### src/rtl/mul_issue_queue_if.sv
// Issue bus between the multiply issue queue and the multiplier.
// master: queue drives issue_*; slave: unit drives fu_ready.
interface mul_issue_queue_if #(
  parameter int WORD_WIDTH  = 32,
  parameter int OP_WIDTH    = 8,
  parameter int PADDR_WIDTH = 5
);
  logic                   issue_en;
  logic [OP_WIDTH-1:0]    issue_op;
  logic [WORD_WIDTH-1:0]  issue_rs1_value;
  logic [WORD_WIDTH-1:0]  issue_rs2_value;
  logic [PADDR_WIDTH-1:0] issue_Pdst;
  logic                   fu_ready;

  modport master (
    output issue_en,
    output issue_op,
    output issue_rs1_value,
    output issue_rs2_value,
    output issue_Pdst,
    input  fu_ready
  );

  modport slave (
    input  issue_en,
    input  issue_op,
    input  issue_rs1_value,
    input  issue_rs2_value,
    input  issue_Pdst,
    output fu_ready
  );
endinterface

### src/rtl/mul_issue_queue.sv
// Age-ordered multiply issue queue with CDB wakeup and collapse.
// Ports: clk/rst_n, flush, dispatch_*, cdb_*, iss (issue bus), iq_full/iq_count.
module mul_issue_queue #(
  parameter int IQ_DEPTH    = 4,
  parameter int WORD_WIDTH  = 32,
  parameter int OP_WIDTH    = 8,
  parameter int PADDR_WIDTH = 5
) (
  input  logic                     clk,
  input  logic                     rst_n,
  input  logic                     flush,
  input  logic                     dispatch_en,
  input  logic [OP_WIDTH-1:0]      dispatch_op,
  input  logic                     dispatch_rs1_ready,
  input  logic                     dispatch_rs2_ready,
  input  logic [WORD_WIDTH-1:0]    dispatch_rs1_value,
  input  logic [WORD_WIDTH-1:0]    dispatch_rs2_value,
  input  logic [PADDR_WIDTH-1:0]   dispatch_rs1_Paddr,
  input  logic [PADDR_WIDTH-1:0]   dispatch_rs2_Paddr,
  input  logic [PADDR_WIDTH-1:0]   dispatch_Pdst,
  input  logic                     cdb_valid,
  input  logic [PADDR_WIDTH-1:0]   cdb_Paddr,
  input  logic [WORD_WIDTH-1:0]    cdb_value,
  mul_issue_queue_if.master        iss,
  output logic                     iq_full,
  output logic [$clog2(IQ_DEPTH):0] iq_count
);

  localparam int CW = $clog2(IQ_DEPTH) + 1;

  typedef struct packed {
    logic                   valid;
    logic [OP_WIDTH-1:0]    op;
    logic [PADDR_WIDTH-1:0] pdst;
    logic                   rs1_rdy;
    logic [WORD_WIDTH-1:0]  rs1_val;
    logic [PADDR_WIDTH-1:0] rs1_tag;
    logic                   rs2_rdy;
    logic [WORD_WIDTH-1:0]  rs2_val;
    logic [PADDR_WIDTH-1:0] rs2_tag;
  } entry_t;

  entry_t         q   [IQ_DEPTH];
  entry_t         nx  [IQ_DEPTH];
  entry_t         wk  [IQ_DEPTH+1];
  entry_t         ne;
  entry_t         cand;
  logic [CW-1:0]  count;
  logic [CW-1:0]  count_nx;
  logic [CW-1:0]  sel;
  logic [CW-1:0]  wr;
  logic           found;
  logic           issue;
  logic           enq;

  assign iq_count = count;
  assign iq_full  = (count == CW'(IQ_DEPTH));

  // Oldest-first select: scan downward so the lowest ready index wins.
  always_comb begin
    found = 1'b0;
    sel   = '0;
    cand  = '0;
    for (int i = IQ_DEPTH - 1; i >= 0; i--) begin
      if (q[i].valid && q[i].rs1_rdy && q[i].rs2_rdy) begin
        found = 1'b1;
        sel   = CW'(i);
        cand  = q[i];
      end
    end
  end

  assign issue = iss.fu_ready & found & ~flush;
  assign enq   = dispatch_en & ~iq_full;

  always_comb begin
    iss.issue_en        = issue;
    iss.issue_op        = issue ? cand.op      : '0;
    iss.issue_rs1_value = issue ? cand.rs1_val : '0;
    iss.issue_rs2_value = issue ? cand.rs2_val : '0;
    iss.issue_Pdst      = issue ? cand.pdst    : '0;
  end

  // Incoming entry, with same-cycle CDB bypass so no wakeup is lost.
  always_comb begin
    ne         = '0;
    ne.valid   = 1'b1;
    ne.op      = dispatch_op;
    ne.pdst    = dispatch_Pdst;
    ne.rs1_rdy = dispatch_rs1_ready;
    ne.rs1_val = dispatch_rs1_value;
    ne.rs1_tag = dispatch_rs1_Paddr;
    ne.rs2_rdy = dispatch_rs2_ready;
    ne.rs2_val = dispatch_rs2_value;
    ne.rs2_tag = dispatch_rs2_Paddr;
    if (cdb_valid && !dispatch_rs1_ready &&
        cdb_Paddr == dispatch_rs1_Paddr) begin
      ne.rs1_rdy = 1'b1;
      ne.rs1_val = cdb_value;
    end
    if (cdb_valid && !dispatch_rs2_ready &&
        cdb_Paddr == dispatch_rs2_Paddr) begin
      ne.rs2_rdy = 1'b1;
      ne.rs2_val = cdb_value;
    end
  end

  // Wakeup first, then collapse over the issued slot, then enqueue.
  // The extra top slot of wk is an empty entry shifted into the tail.
  always_comb begin
    for (int i = 0; i < IQ_DEPTH; i++) begin
      wk[i] = q[i];
      if (q[i].valid && cdb_valid) begin
        if (!q[i].rs1_rdy && cdb_Paddr == q[i].rs1_tag) begin
          wk[i].rs1_rdy = 1'b1;
          wk[i].rs1_val = cdb_value;
        end
        if (!q[i].rs2_rdy && cdb_Paddr == q[i].rs2_tag) begin
          wk[i].rs2_rdy = 1'b1;
          wk[i].rs2_val = cdb_value;
        end
      end
    end
    wk[IQ_DEPTH] = '0;

    wr = count - CW'(issue);
    for (int i = 0; i < IQ_DEPTH; i++) begin
      if (issue && CW'(i) >= sel)
        nx[i] = wk[i+1];
      else
        nx[i] = wk[i];
      if (enq && CW'(i) == wr)
        nx[i] = ne;
    end

    count_nx = count + CW'(enq) - CW'(issue);
  end

  always_ff @(posedge clk or negedge rst_n) begin
    if (!rst_n) begin
      count <= '0;
      for (int i = 0; i < IQ_DEPTH; i++)
        q[i] <= '0;
    end else if (flush) begin
      count <= '0;
      for (int i = 0; i < IQ_DEPTH; i++)
        q[i] <= '0;
    end else begin
      count <= count_nx;
      for (int i = 0; i < IQ_DEPTH; i++)
        q[i] <= nx[i];
    end
  end

endmodule
### src/flat_wrapper.sv
// flat-port wrapper written by rule: the top's interface ports become plain ports
module mul_issue_queue_flat 
#(
  parameter int IQ_DEPTH    = 4,
  parameter int WORD_WIDTH  = 32,
  parameter int OP_WIDTH    = 8,
  parameter int PADDR_WIDTH = 5
)
  (clk, rst_n, flush, dispatch_en, dispatch_op, dispatch_rs1_ready, dispatch_rs2_ready, dispatch_rs1_value, dispatch_rs2_value, dispatch_rs1_Paddr, dispatch_rs2_Paddr, dispatch_Pdst, cdb_valid, cdb_Paddr, cdb_value, iq_full, iq_count, iss_issue_en, iss_issue_op, iss_issue_rs1_value, iss_issue_rs2_value, iss_issue_Pdst, iss_fu_ready);
  mul_issue_queue_if #(.WORD_WIDTH(WORD_WIDTH), .OP_WIDTH(OP_WIDTH), .PADDR_WIDTH(PADDR_WIDTH)) iss_i ();
  input  logic clk;
  input  logic rst_n;
  input  logic flush;
  input  logic dispatch_en;
  input  logic [OP_WIDTH-1:0] dispatch_op;
  input  logic dispatch_rs1_ready;
  input  logic dispatch_rs2_ready;
  input  logic [WORD_WIDTH-1:0] dispatch_rs1_value;
  input  logic [WORD_WIDTH-1:0] dispatch_rs2_value;
  input  logic [PADDR_WIDTH-1:0] dispatch_rs1_Paddr;
  input  logic [PADDR_WIDTH-1:0] dispatch_rs2_Paddr;
  input  logic [PADDR_WIDTH-1:0] dispatch_Pdst;
  input  logic cdb_valid;
  input  logic [PADDR_WIDTH-1:0] cdb_Paddr;
  input  logic [WORD_WIDTH-1:0] cdb_value;
  output logic iq_full;
  output logic [$clog2(IQ_DEPTH):0] iq_count;
  output wire logic [$bits(iss_i.issue_en)-1:0] iss_issue_en;
  output wire logic [$bits(iss_i.issue_op)-1:0] iss_issue_op;
  output wire logic [$bits(iss_i.issue_rs1_value)-1:0] iss_issue_rs1_value;
  output wire logic [$bits(iss_i.issue_rs2_value)-1:0] iss_issue_rs2_value;
  output wire logic [$bits(iss_i.issue_Pdst)-1:0] iss_issue_Pdst;
  input wire logic [$bits(iss_i.fu_ready)-1:0] iss_fu_ready;
  assign iss_issue_en = iss_i.issue_en;
  assign iss_issue_op = iss_i.issue_op;
  assign iss_issue_rs1_value = iss_i.issue_rs1_value;
  assign iss_issue_rs2_value = iss_i.issue_rs2_value;
  assign iss_issue_Pdst = iss_i.issue_Pdst;
  assign iss_i.fu_ready = iss_fu_ready;
  mul_issue_queue #(.IQ_DEPTH(IQ_DEPTH), .WORD_WIDTH(WORD_WIDTH), .OP_WIDTH(OP_WIDTH), .PADDR_WIDTH(PADDR_WIDTH)) u_core (.clk(clk), .rst_n(rst_n), .flush(flush), .dispatch_en(dispatch_en), .dispatch_op(dispatch_op), .dispatch_rs1_ready(dispatch_rs1_ready), .dispatch_rs2_ready(dispatch_rs2_ready), .dispatch_rs1_value(dispatch_rs1_value), .dispatch_rs2_value(dispatch_rs2_value), .dispatch_rs1_Paddr(dispatch_rs1_Paddr), .dispatch_rs2_Paddr(dispatch_rs2_Paddr), .dispatch_Pdst(dispatch_Pdst), .cdb_valid(cdb_valid), .cdb_Paddr(cdb_Paddr), .cdb_value(cdb_value), .iss(iss_i), .iq_full(iq_full), .iq_count(iq_count));
endmodule
### config.mk
export PLATFORM = sky130hd
export DESIGN_NAME = mul_issue_queue_flat
export DESIGN_NICKNAME = d
export VERILOG_FILES = /design/src/rtl/mul_issue_queue_if.sv /design/src/rtl/mul_issue_queue.sv /design/src/flat_wrapper.sv
export SDC_FILE = /design/constraint.sdc
export NUM_CORES = 1
export LEC_CHECK = 0
export CORE_MARGIN = 2
export CORE_UTILIZATION = 53
export DETAILED_ROUTE_END_ITERATION = 6
export PLACE_DENSITY = 0.83
export SLEW_MARGIN = 10
export SYNTH_ARGS = -nofsm -noshare
export SYNTH_HDL_FRONTEND = slang
export SYNTH_SLANG_ARGS = --single-unit
### constraint.sdc
create_clock -name clk -period 3.5 [get_ports clk]
set_input_delay 0.7 -clock clk [delete_from_list [all_inputs] [get_ports clk]]
set_output_delay 0.7 -clock clk [all_outputs]
set_load 0.03 [all_outputs]
==> results <==
-- per-layer routing --
layer | GRT usage | vias up
met2 | 0.6092 | 2345
met5 | 0 | -
met4 | 0.2567 | 4
met1 | 0.4950 | 12220
met3 | 0.1309 | 601
li1 | - | 10390
-- worst max-delay path by stage --
stage / from / slack (ns) / depth (start not counted) / endpoint
6_report: u_core.q[307] / -0.01 / 7 / iss_issue_rs2_value[9]
2_1_floorplan: iss_fu_ready / 0.01 / 13 / u_core.q[43]
3_5_place_dp: iss_fu_ready / -0.05 / 12 / u_core.q[351]
4_1_cts: u_core.q[37] / 0.08 / 6 / iss_issue_rs2_value[27]
3_3_place_gp: iss_fu_ready / 0.02 / 13 / u_core.q[293]
5_1_grt: u_core.q[307] / 0.005 / 7 / iss_issue_rs1_value[4]
-- metrics by stage --
step	setup slack (ns)	TNS, ns	hold slack (ns)	power (W)
floorplan	0.01020	0	0.4044	0.007206
global placement	0.02276	0	0.4737	0.008456
detailed placement	-0.05338	-1.405	0.4820	0.008638
CTS	0.07710	0	0.1216	0.01310
global route	0.004600	0	0.1456	0.01368
finish	-0.01176	-0.01726	0.09603	0.01323
-- cell families (layout without fill, tap and decap cells) --
family          after synthesis  after routing  synth area share
compound gates              814            814            0.2724
xor+xnor                     52             52           0.01937
fa+ha+maj                     5              5          0.002980
buf+inv                     334            456           0.05986
flops                       363            363            0.3863
mux                         224            224           0.09535
other cells                   0              2                 0
simple gates                871            871            0.1637
-- layout make-up --
class / count / area [sq um]
fill: 3418 / 15080
inverter: 9 / 37.54
sequential: 363 / 9084
clock buffer: 57 / 1209
tap: 592 / 740.7
antenna: 2 / 5.005
clock inverter: 14 / 156.4
timing repair buffer: 376 / 4404
multi-input combinational: 1966 / 13310
-- cells in the final DEF, fill, tap and decap left out, types with 5 or more instances in the layout --
master,instances
nor2_1,175
nor3_2,17
xor2_1,24
mux2i_1,224
a32o_1,98
o21bai_1,34
o31a_1,19
xnor2_1,28
clkbuf_8,8
a31oi_1,21
o32a_1,32
or3_1,5
buf_12,98
a22o_1,23
inv_1,7
o32ai_1,67
o22ai_1,110
a221oi_1,77
nand4_1,6
clkinv_2,7
buf_4,141
o2bb2ai_1,34
o21ai_0,88
clkdlybuf4s50_1,133
a311oi_1,69
nor3_1,64
dfrtp_1,363
nand2_1,348
o311a_1,46
and2_1,34
clkbuf_16,43
o211ai_1,32
a21oi_1,36
clkbuf_1,6
nand3_1,181
o21ai_1,9
-- sequential cells by signal (all words and copies together) (netlist names) --
| register | flops |
|---|---|
| u_core.iq_count | 3 |
| u_core.q | 360 |
-- synth_stat cells (all sizes together), types with 2 or more instances --
master	count
o32a	32
a32o	98
mux2i	224
o32ai	67
xor2	24
inv	8
dfrtp	363
a211oi	2
o311a	46
a22o	23
o31ai	3
nor2b	3
and2	35
and4	2
or2	2
nand2	353
and3	4
or3	5
nand4	6
a21o	2
o31a	19
clkbuf	249
o211ai	32
a31oi	23
or4	4
nor3b	3
xnor2	28
nor4	8
nand3	182
ha	4
o21ai	100
nor2	178
o2bb2ai	34
nor3	82
a221oi	77
o22ai	110
a311oi	69
buf	76
a21oi	39
o21bai	34
-- where the power goes --
part           internal, W  total (W)  switching, W
registers          0.00476    0.00521      0.000457
clock network      0.00263    0.00450       0.00187
logic              0.00148    0.00352       0.00204
-- what timing repair did --
item / CTS / global route
gates resized for setup: 9 / 10
pin swaps: 0 / 1
setup endpoints to repair: 23 / 10
==> flow_summary_export.csv <==
group,metric,value,unit
drt,wl_per_cell,28.18,microns
die,die_w,214.6,microns
drt,wl_met3,13890,microns
final_layout,fin_area,28950,sq um
die,row_count,77,
grt,first_global_vias,25670,
critical_path,end_kind,"output pin",
clock_tree,numCtsBuffers,42,
grt,grt_overflow,0,
die,initial_core_util,0.5341,
grt,grt_max_degree,98,
clock_tree,h-tree-depth,2,
timing,rsz0062_at_grt,"false",
clock_tree,root_buffer,"clkbuf_16",
final_layout,nNetsFinal,2895,
synthesis,synth_edf_count,0,
timing,tightest_slew,1.156,ns
drt,ant_nets,0,
clock_tree,tritoncts,"built",
critical_path,cp-start-kind,"flip-flop",
timing,finalWorstSetupSlack,-0.01176,ns
synthesis,yosys_register_bits,363,
min_path,hold_class,"in2async",
drt,vias_per_cell,7.562,
synthesis,async_flop_share,1.000,
critical_path,r2r_start,"u_core.q[37]",
place,dp_hpwl,57770,microns
critical_path,path_buf_inv,3,
die,die_h,214.6,microns
drt,drc,0,
final_layout,instances_no_fill,3379,
critical_path,r2r_cells,12,
synthesis,synth_cells,2663,
place,place_congestion,0.9197,
die,coreArea,44030,sq um
final_layout,drive_gt1_frac,0.1300,
status,violations,"negative setup slack",
clock_tree,cts.sink_count,363,
critical_path,crit_slowest_cell,"dfrtp_1",
critical_path,critPathMaxStageDelay,0.44,ns
clock_tree,clock_path_buffers,3,
clock_tree,cts_setup_buffers,0,
critical_path,path_cells,"nand3_4 > buf_6 > nand2_2 > buf_8 > a221oi_1 > nor3_1 > buf_12",
place,port_buffers,213,
grt,grt_usage,0.4020,
synthesis,yosys-top-cells-area,"dfrtp_1 39%, mux2i_1 9.5%, nand2_1 5.6%",
drt,top_layer,"met5",
critical_path,r2r_setup_slack,0.29,ns
clock_tree,clkLatencyLatePin,0.58,ns
synthesis,synth_flop_cell,"dfrtp_1",
place,dp.cells,3306,
critical_path,path_max_fanout,44,
synthesis,syn_area,23520,sq um
timing,clock.fmax,284.8,MHz
place,place_area,27500,sq um
grt,antenna_found_initial,4,
drt,vias,25550,
synthesis,ys_warn_count,0,
synthesis,synth_top_area_cell,"dfrtp_1",
final_layout,post-route-util,0.6575,
critical_path,r2r-end,"u_core.q[355]",
synthesis,syn-num-nets,2800,
die,die_area,46070,sq um
critical_path,arrival,2.81,ns
synthesis,ys_types,59,
pwr,leakagePower,11.65,nW
drt,firstDrtPassIters,7,
critical_path,worstSetupPathType,"reg2out",
pwr,powerDensity,456.9,nW/um^2
timing,setup_viol,2,
clock_tree,holdBufCountCts,0,
drt,drt-met1-wl,33520,microns
status,status,"complete, but fails checks",
grt,grt_pass1_wl,146400,microns
timing,hold_viol,0,
timing,period_minus_slack,3.512,ns
run,cap_violations,0,
timing,slew_headroom,0.2263,
drt,routed_wl,95220,microns
die,ioPinCount,214,
synthesis,synth_area_per_cell,8.830,sq um
critical_path,required,2.80,ns
timing,skew,0.02445,ns
timing,slew_violations,0,
critical_path,critPathTopFamily,"buffers and inverters",
pwr,ir_drop,0.3643,mV
final_layout,area_growth,23.11,%
synthesis,synth_top_area_share,0.3863,
drt,initialDrtViolationCount,4143,
clock_tree,clk_pin_slew,0.06,ns
synthesis,ys_seq_area_frac,0.3863,
timing,fin_crit_sh,1.003,
drt,wl_met2,41300,microns
Note: power is estimated with default switching activity, not from simulation.
